File: src/rtl/pre_alloc_pkg.sv
// Shared helpers for the multi-port entry pre-allocator.
// Pure functions only; no state, no latency.
// No flow control here; callers own all handshakes.
package pre_alloc_pkg;

    // Widest handshake vector the lead-ones counter accepts (OUT_NUM bound).
    localparam int unsigned LO_MAX_W = 32;

    // Number of consecutive ones starting at bit 0, looking at the low n bits.
    function automatic int unsigned lead_ones_cnt(input logic [LO_MAX_W-1:0] v,
                                                  input int unsigned n);
        int unsigned cnt;
        logic        run;
        cnt = 0;
        run = 1'b1;
        for (int unsigned i = 0; i < LO_MAX_W; i++) begin
            if (i < n && run) begin
                if (v[i]) cnt = cnt + 1;
                else      run = 1'b0;
            end
        end
        return cnt;
    endfunction

    // Circular pointer advance with explicit wrap; step must not exceed depth,
    // so one subtraction is enough and depth need not be a power of two.
    function automatic int unsigned ptr_adv(input int unsigned ptr,
                                            input int unsigned step,
                                            input int unsigned depth);
        int unsigned s;
        s = ptr + step;
        if (s >= depth) s = s - depth;
        return s;
    endfunction

endpackage

File: src/rtl/cmn_lead_one.sv
// Priority encoder: lowest set bit of vec_i as one-hot and binary index.
// Purely combinational, zero latency.
// No flow control; vld_o is low when the vector is empty.
module cmn_lead_one #(
    parameter int WIDTH = 32,
    parameter int IDX_W = $clog2(WIDTH)
) (
    input  logic [WIDTH-1:0] vec_i,
    output logic [WIDTH-1:0] oh_o,
    output logic [IDX_W-1:0] idx_o,
    output logic             vld_o
);

    // Scan from the top so the lowest set bit is the last one written.
    always_comb begin
        oh_o  = '0;
        idx_o = '0;
        vld_o = 1'b0;
        for (int i = WIDTH - 1; i >= 0; i--) begin
            if (vec_i[i]) begin
                oh_o    = '0;
                oh_o[i] = 1'b1;
                idx_o   = IDX_W'(i);
                vld_o   = 1'b1;
            end
        end
    end

endmodule

File: src/rtl/pre_alloc_multi.sv
// Claims one free pool entry per cycle into a circular prefetch buffer and shows the oldest IDs on OUT_NUM in-order ports.
// Claim-to-output 1 cycle (no bypass); flush-to-release 1 cycle.
// Claim stalls while the registered count is full; ports pop as a ready prefix, up to OUT_NUM per cycle.
module pre_alloc_multi
    import pre_alloc_pkg::*;
#(
    parameter int ENTRY_NUM      = 32,
    parameter int ENTRY_ID_WIDTH = $clog2(ENTRY_NUM),
    parameter int PRE_ALLO_DEPTH = 4,
    parameter int OUT_NUM        = 2,
    parameter int CNT_WIDTH      = $clog2(PRE_ALLO_DEPTH + 1)
) (
    input  logic                                   clk,
    input  logic                                   rst_n,
    input  logic [ENTRY_NUM-1:0]                   v_in_vld,
    output logic [ENTRY_NUM-1:0]                   v_in_rdy,
    output logic [OUT_NUM-1:0]                     v_out_vld,
    input  logic [OUT_NUM-1:0]                     v_out_rdy,
    output logic [OUT_NUM-1:0][ENTRY_ID_WIDTH-1:0] v_out_index,
    input  logic                                   flush,
    output logic [ENTRY_NUM-1:0]                   v_release,
    output logic [CNT_WIDTH-1:0]                   avail_cnt
);

    localparam int PTR_W = (PRE_ALLO_DEPTH > 1) ? $clog2(PRE_ALLO_DEPTH) : 1;

    logic [ENTRY_NUM-1:0]      cand_oh;
    logic [ENTRY_ID_WIDTH-1:0] cand_id;
    logic                      cand_vld;

    logic [CNT_WIDTH-1:0]      cnt_q, cnt_d;
    logic [PTR_W-1:0]          rd_ptr_q, rd_ptr_d;
    logic [PTR_W-1:0]          wr_ptr_q, wr_ptr_d;
    logic [ENTRY_NUM-1:0]      v_release_q, v_release_d;
    logic [ENTRY_ID_WIDTH-1:0] buf_q [PRE_ALLO_DEPTH];
    logic [ENTRY_ID_WIDTH-1:0] buf_d [PRE_ALLO_DEPTH];

    logic                      claim;
    logic [CNT_WIDTH-1:0]      pop_n;
    logic [OUT_NUM-1:0]        rdy_inc;
    logic                      rdy_prefix_ok;

    cmn_lead_one #(
        .WIDTH (ENTRY_NUM),
        .IDX_W (ENTRY_ID_WIDTH)
    ) u_lead_one (
        .vec_i (v_in_vld),
        .oh_o  (cand_oh),
        .idx_o (cand_id),
        .vld_o (cand_vld)
    );

    // Full test uses the registered count, so a slot popped this cycle is reused next cycle.
    assign claim    = cand_vld && (int'(cnt_q) < PRE_ALLO_DEPTH) && !flush && rst_n;
    assign v_in_rdy = claim ? cand_oh : '0;

    // Ready must be a thermometer from port 0: adding one to it clears every set bit.
    assign rdy_inc       = v_out_rdy + OUT_NUM'(1);
    assign rdy_prefix_ok = ((rdy_inc & v_out_rdy) == '0);

    // Next state: flush drops everything and reports it; otherwise claim and pop together.
    always_comb begin
        cnt_d       = cnt_q;
        rd_ptr_d    = rd_ptr_q;
        wr_ptr_d    = wr_ptr_q;
        v_release_d = '0;
        pop_n       = '0;
        buf_d       = buf_q;
        if (flush) begin
            for (int i = 0; i < PRE_ALLO_DEPTH; i++) begin
                if (i < int'(cnt_q)) begin
                    v_release_d[buf_q[PTR_W'(ptr_adv(32'(rd_ptr_q), 32'(i), PRE_ALLO_DEPTH))]] = 1'b1;
                end
            end
            cnt_d    = '0;
            rd_ptr_d = '0;
            wr_ptr_d = '0;
        end else begin
            pop_n = CNT_WIDTH'(lead_ones_cnt(LO_MAX_W'(v_out_vld & v_out_rdy), OUT_NUM));
            if (claim) begin
                buf_d[wr_ptr_q] = cand_id;
                wr_ptr_d        = PTR_W'(ptr_adv(32'(wr_ptr_q), 32'd1, PRE_ALLO_DEPTH));
            end
            rd_ptr_d = PTR_W'(ptr_adv(32'(rd_ptr_q), 32'(pop_n), PRE_ALLO_DEPTH));
            cnt_d    = cnt_q + CNT_WIDTH'(claim) - pop_n;
        end
    end

    // Control state: occupancy, pointers and the one-cycle release pulse.
    always_ff @(posedge clk or negedge rst_n) begin
        if (!rst_n) begin
            cnt_q       <= '0;
            rd_ptr_q    <= '0;
            wr_ptr_q    <= '0;
            v_release_q <= '0;
        end else begin
            cnt_q       <= cnt_d;
            rd_ptr_q    <= rd_ptr_d;
            wr_ptr_q    <= wr_ptr_d;
            v_release_q <= v_release_d;
        end
    end

    // ID storage; slots beyond the occupancy are don't-care, so no reset.
    always_ff @(posedge clk) begin
        buf_q <= buf_d;
    end

    // Ports show the oldest IDs in order; validity depends only on occupancy.
    always_comb begin
        v_out_vld   = '0;
        v_out_index = '0;
        for (int k = 0; k < OUT_NUM; k++) begin
            v_out_vld[k]   = (int'(cnt_q) > k);
            v_out_index[k] = buf_q[PTR_W'(ptr_adv(32'(rd_ptr_q), 32'(k), PRE_ALLO_DEPTH))];
        end
    end

    assign v_release = v_release_q;
    assign avail_cnt = cnt_q;

    // Flag consumers that present a ready bit above a clear one.
    always_ff @(posedge clk) begin
        if (rst_n) begin
            assert (rdy_prefix_ok)
            else $warning("pre_alloc_multi: v_out_rdy %b is not a contiguous prefix from port 0", v_out_rdy);
        end
    end

endmodule
File: config.mk
export PLATFORM = sky130hd
export DESIGN_NAME = pre_alloc_multi
export DESIGN_NICKNAME = d
export VERILOG_FILES = /design/src/rtl/pre_alloc_pkg.sv /design/src/rtl/cmn_lead_one.sv /design/src/rtl/pre_alloc_multi.sv
export SDC_FILE = /design/constraint.sdc
export NUM_CORES = 1
export LEC_CHECK = 0
export CAP_MARGIN = 20
export CORE_ASPECT_RATIO = 1.2
export CORE_MARGIN = 5
export CORE_UTILIZATION = 51
export CTS_BUF_LIST = sky130_fd_sc_hd__clkbuf_4
export CTS_CLUSTER_SIZE = 28
export DETAILED_ROUTE_END_ITERATION = 12
export MAX_ROUTING_LAYER = met4
export PLACE_DENSITY = 0.84
export SLEW_MARGIN = 10
export SYNTH_ARGS = -nofsm -noshare
export SYNTH_HDL_FRONTEND = slang
export SYNTH_SLANG_ARGS = --single-unit
File: constraint.sdc
create_clock -name clk -period 2.8 [get_ports clk]
set_input_delay 0.56 -clock clk [delete_from_list [all_inputs] [get_ports clk]]
set_output_delay 0.56 -clock clk [all_outputs]
set_load 0.03 [all_outputs]
==> results.toml <==
[run_status]
outcome = "finished clean"

[route]
drc = 0
drt_pass1_iterations = 5
ant_nets = 0
drtIter0Drc = 316
vias = 4601
wire_per_inst_um = 21.2
detail_route.vias_per_cell = 6.13
wl_um = 15900

[worst_setup_path]
path_common_cell = "buf_6"
crit_slowest_cell = "nor4_4"
ff2ff_path_depth = 12
critPathTopFamily = "simple AND/OR/NAND/NOR gates"
path_cells = "clkdlybuf4s15_1 -> nor4_4 -> nand2_4 -> buf_6 -> o2111a_2 -> buf_6 -> and4_1 -> buf_6"
path_depth = 8
arrival_ps = 2210
worstSetupPathType = "primary input to primary output"
critPathMaxStageDelay_ps = 400
critPathBufInv = 4
worstSetupEndpointType = "primary output"
cp.required_ps = 2240
cp-start-kind = "primary input"
crit_fanout = 5
rrSetupSlack_ps = 140
r2r_start = "avail_cnt[2]"
r2r-end = "avail_cnt[2]"

[logic_synthesis]
syn_inst = 438
synth_async_sr_flop_share_pct = 66.1
synth_edf_count = 20
ys.flop_type = "dfrtp_1"
synth.area.top_cells = "dfrtp_1 (22%), edfxtp_1 (14%), o22ai_1 (9.2%)"
synth_area_sq_um = 4350
ys_warn_count = 0
synth_cell_types = 61
seq_area_frac_synth_pct = 36.2
synth_area_leader_cell = "dfrtp_1"
ys_ff_latch = 59
avgSynthCellArea_sq_um = 9.94
synth_nets = 484
yosysTopAreaCellShare_pct = 22.4

[global_routing]
busiest_layer = "met2"
overflow = 0
grtUsageMet2_pct = 53.0
grt_pass1_vias = 4680
grt_max_degree = 40
met1_usage_pct = 32.3
antenna_found_initial = 0
grt_pass1_wl_um = 24000
grt_usage_pct = 30.4
grt_use_met3_pct = 6.72

[sta]
setup_viol = 0
drv_slew = 0
tightestPinTransition_ps = 735
setup_slack_ps = 25.2
holdWs_ps = 198
min_period_ps = 2770
clock_skew_ps = 15.9
fmax_mhz = 360
relSlewSlack_pct = 49.7
timing_hold_violations_final = 0
min_period_over_period_pct = 99.1
tns_ps = 0

[clock_tree]
cts_sinks = 59
clkTransAtPathRegs_ps = 110
numCtsBuffers = 9
hold_buffers = 0
ctsRootBufferMaster = "clkbuf_4"
cts.path.max_buffers = 2
htreeDepth = 3
cts_tree = "built"
clk_latency_ps = 450

[pwr]
power_mw = 4.22
powerDensity_nw_per_um2 = 659
power.leakage_nw = 2.72
irDropWorstVdd_mv = 0.518

[final_layout]
fillCellCount = 567
fin_area_sq_um = 6390
layout-drive-gt1-share_pct = 35.8
post-route-util_pct = 75.5
antennaDiodeCount = 0
fin_nets = 675
area_growth_pct = 46.9
fin_cells = 751

[min_path]
hp-class = "primary input to asynchronous set/reset pin"

[floorplanning]
coreArea_sq_um = 8470
ioPinCount = 116
die_w_um = 94.3
die_area_sq_um = 10500
die_h_um = 111
rows = 37
initial_utilization_pct = 51.4

[flow_run]
drv_cap = 0

[placed_design]
numPortBuffers = 115
gp_congestion = 1.00
dp_hpwl_um = 11600
place_ws_ps = -599
place_area_sq_um = 5920
place_inst = 711
[synthesized netlist by cell type, types with 4 or more instances]
master / instances
nand3_1: 10
nor3_1: 5
nor2_1: 32
and3_1: 9
mux4_2: 17
nor2b_1: 9
nand2_2: 8
nor4_2: 4
inv_1: 15
o21a_1: 32
edfxtp_1: 20
ha_1: 8
nand2b_1: 12
nand2_4: 4
nor3b_1: 7
nand2_1: 37
nor2b_4: 6
a21oi_1: 5
clkbuf_1: 10
and4_1: 4
and2_1: 12
o22ai_1: 64
o21ai_0: 5
dfrtp_1: 39
and2_4: 4
[layer usage]
| layer | routed length, um | share of wire (%) |
|---|---|---|
| met5 | 0 | 0 |
| met4 | 657 | 4.1 |
| met3 | 1010 | 6.3 |
| met2 | 8490 | 53 |
| met1 | 5790 | 36 |
[logic make-up after synthesis]
family,count (synthesis),share of synthesized area (%)
DFF,59,36.2
xor gates and xnor gates,4,0.805
muxes,22,10.7
buffers and inverters,33,3.85
and+or+nand+nor,188,26.6
adders and majority gates,9,2.76
AOI/OAI and AO/OA,123,19.1
[cells in the final DEF (no fill, tap or decap), types with 5 or more instances in the layout]
cell type and n:
ha_1 8, dlygate4sd2_1 16, buf_4 102, and2_1 9
and3_1 7, edfxtp_1 20, inv_1 14, nor2_1 29
nor4_4 5, nor2b_4 6, clkbuf_4 11, nand2_4 9
o21a_1 32, clkbuf_2 11, clkdlybuf4s15_1 10, clkdlybuf4s50_1 40
nor2b_1 9, buf_6 14, mux4_2 17, nand2b_1 12
a21oi_1 5, nand2_1 31, dfrtp_1 36, nor3_1 5
o22ai_1 64, nand3_1 8, nand2_2 9, and2_4 6
o21ai_0 5
[state kept, by name, indices dropped and copies added, names as in the netlist]
signal / count
avail_cnt: 3
buf_q: 20
v_release: 32
rd_ptr_q: 2
wr_ptr_q: 2
[worst max path at each step]
stage | to | startpoint | slack (ps)
2_1_floorplan | v_in_rdy[9] | avail_cnt[2] | 10
3_3_place_gp | avail_cnt[2] | v_in_vld[15] | -460
3_5_place_dp | avail_cnt[2] | v_in_vld[15] | -600
4_1_cts | v_in_rdy[23] | v_in_vld[29] | 0.8
5_1_grt | v_in_rdy[21] | v_in_vld[13] | -40
6_report | v_in_rdy[23] | v_in_vld[19] | 30
[power by group]
part | switching, mW | leakage [nW] | internal [mW]
Sequential | 0.0703 | 0.708 | 0.992
Combinational | 1.53 | 1.94 | 0.979
Clock | 0.354 | 0.0737 | 0.296
[cell type report]
class                           instances  area, sq um  share of cell area (%)
Clock buffer                           11         82.6                    1.29
Clock inverter                          5         62.6                   0.978
Inverter                               15         56.3                   0.881
Multi-Input combinational cell        346         2790                    43.7
Sequential cell                        59         1580                    24.7
Tap cell                              117          146                    2.29
Timing Repair Buffer                  198         1670                    26.2
[what timing repair did]
action | in CTS | in global routing
endpoints found under the setup margin | 42 | 29
pin swaps | 15 | 16
cloned | 1 | 1
gates resized for setup | 76 | 48
buffers inserted | 11 | 11
No activity file was read; power rests on OpenSTA's default activity.
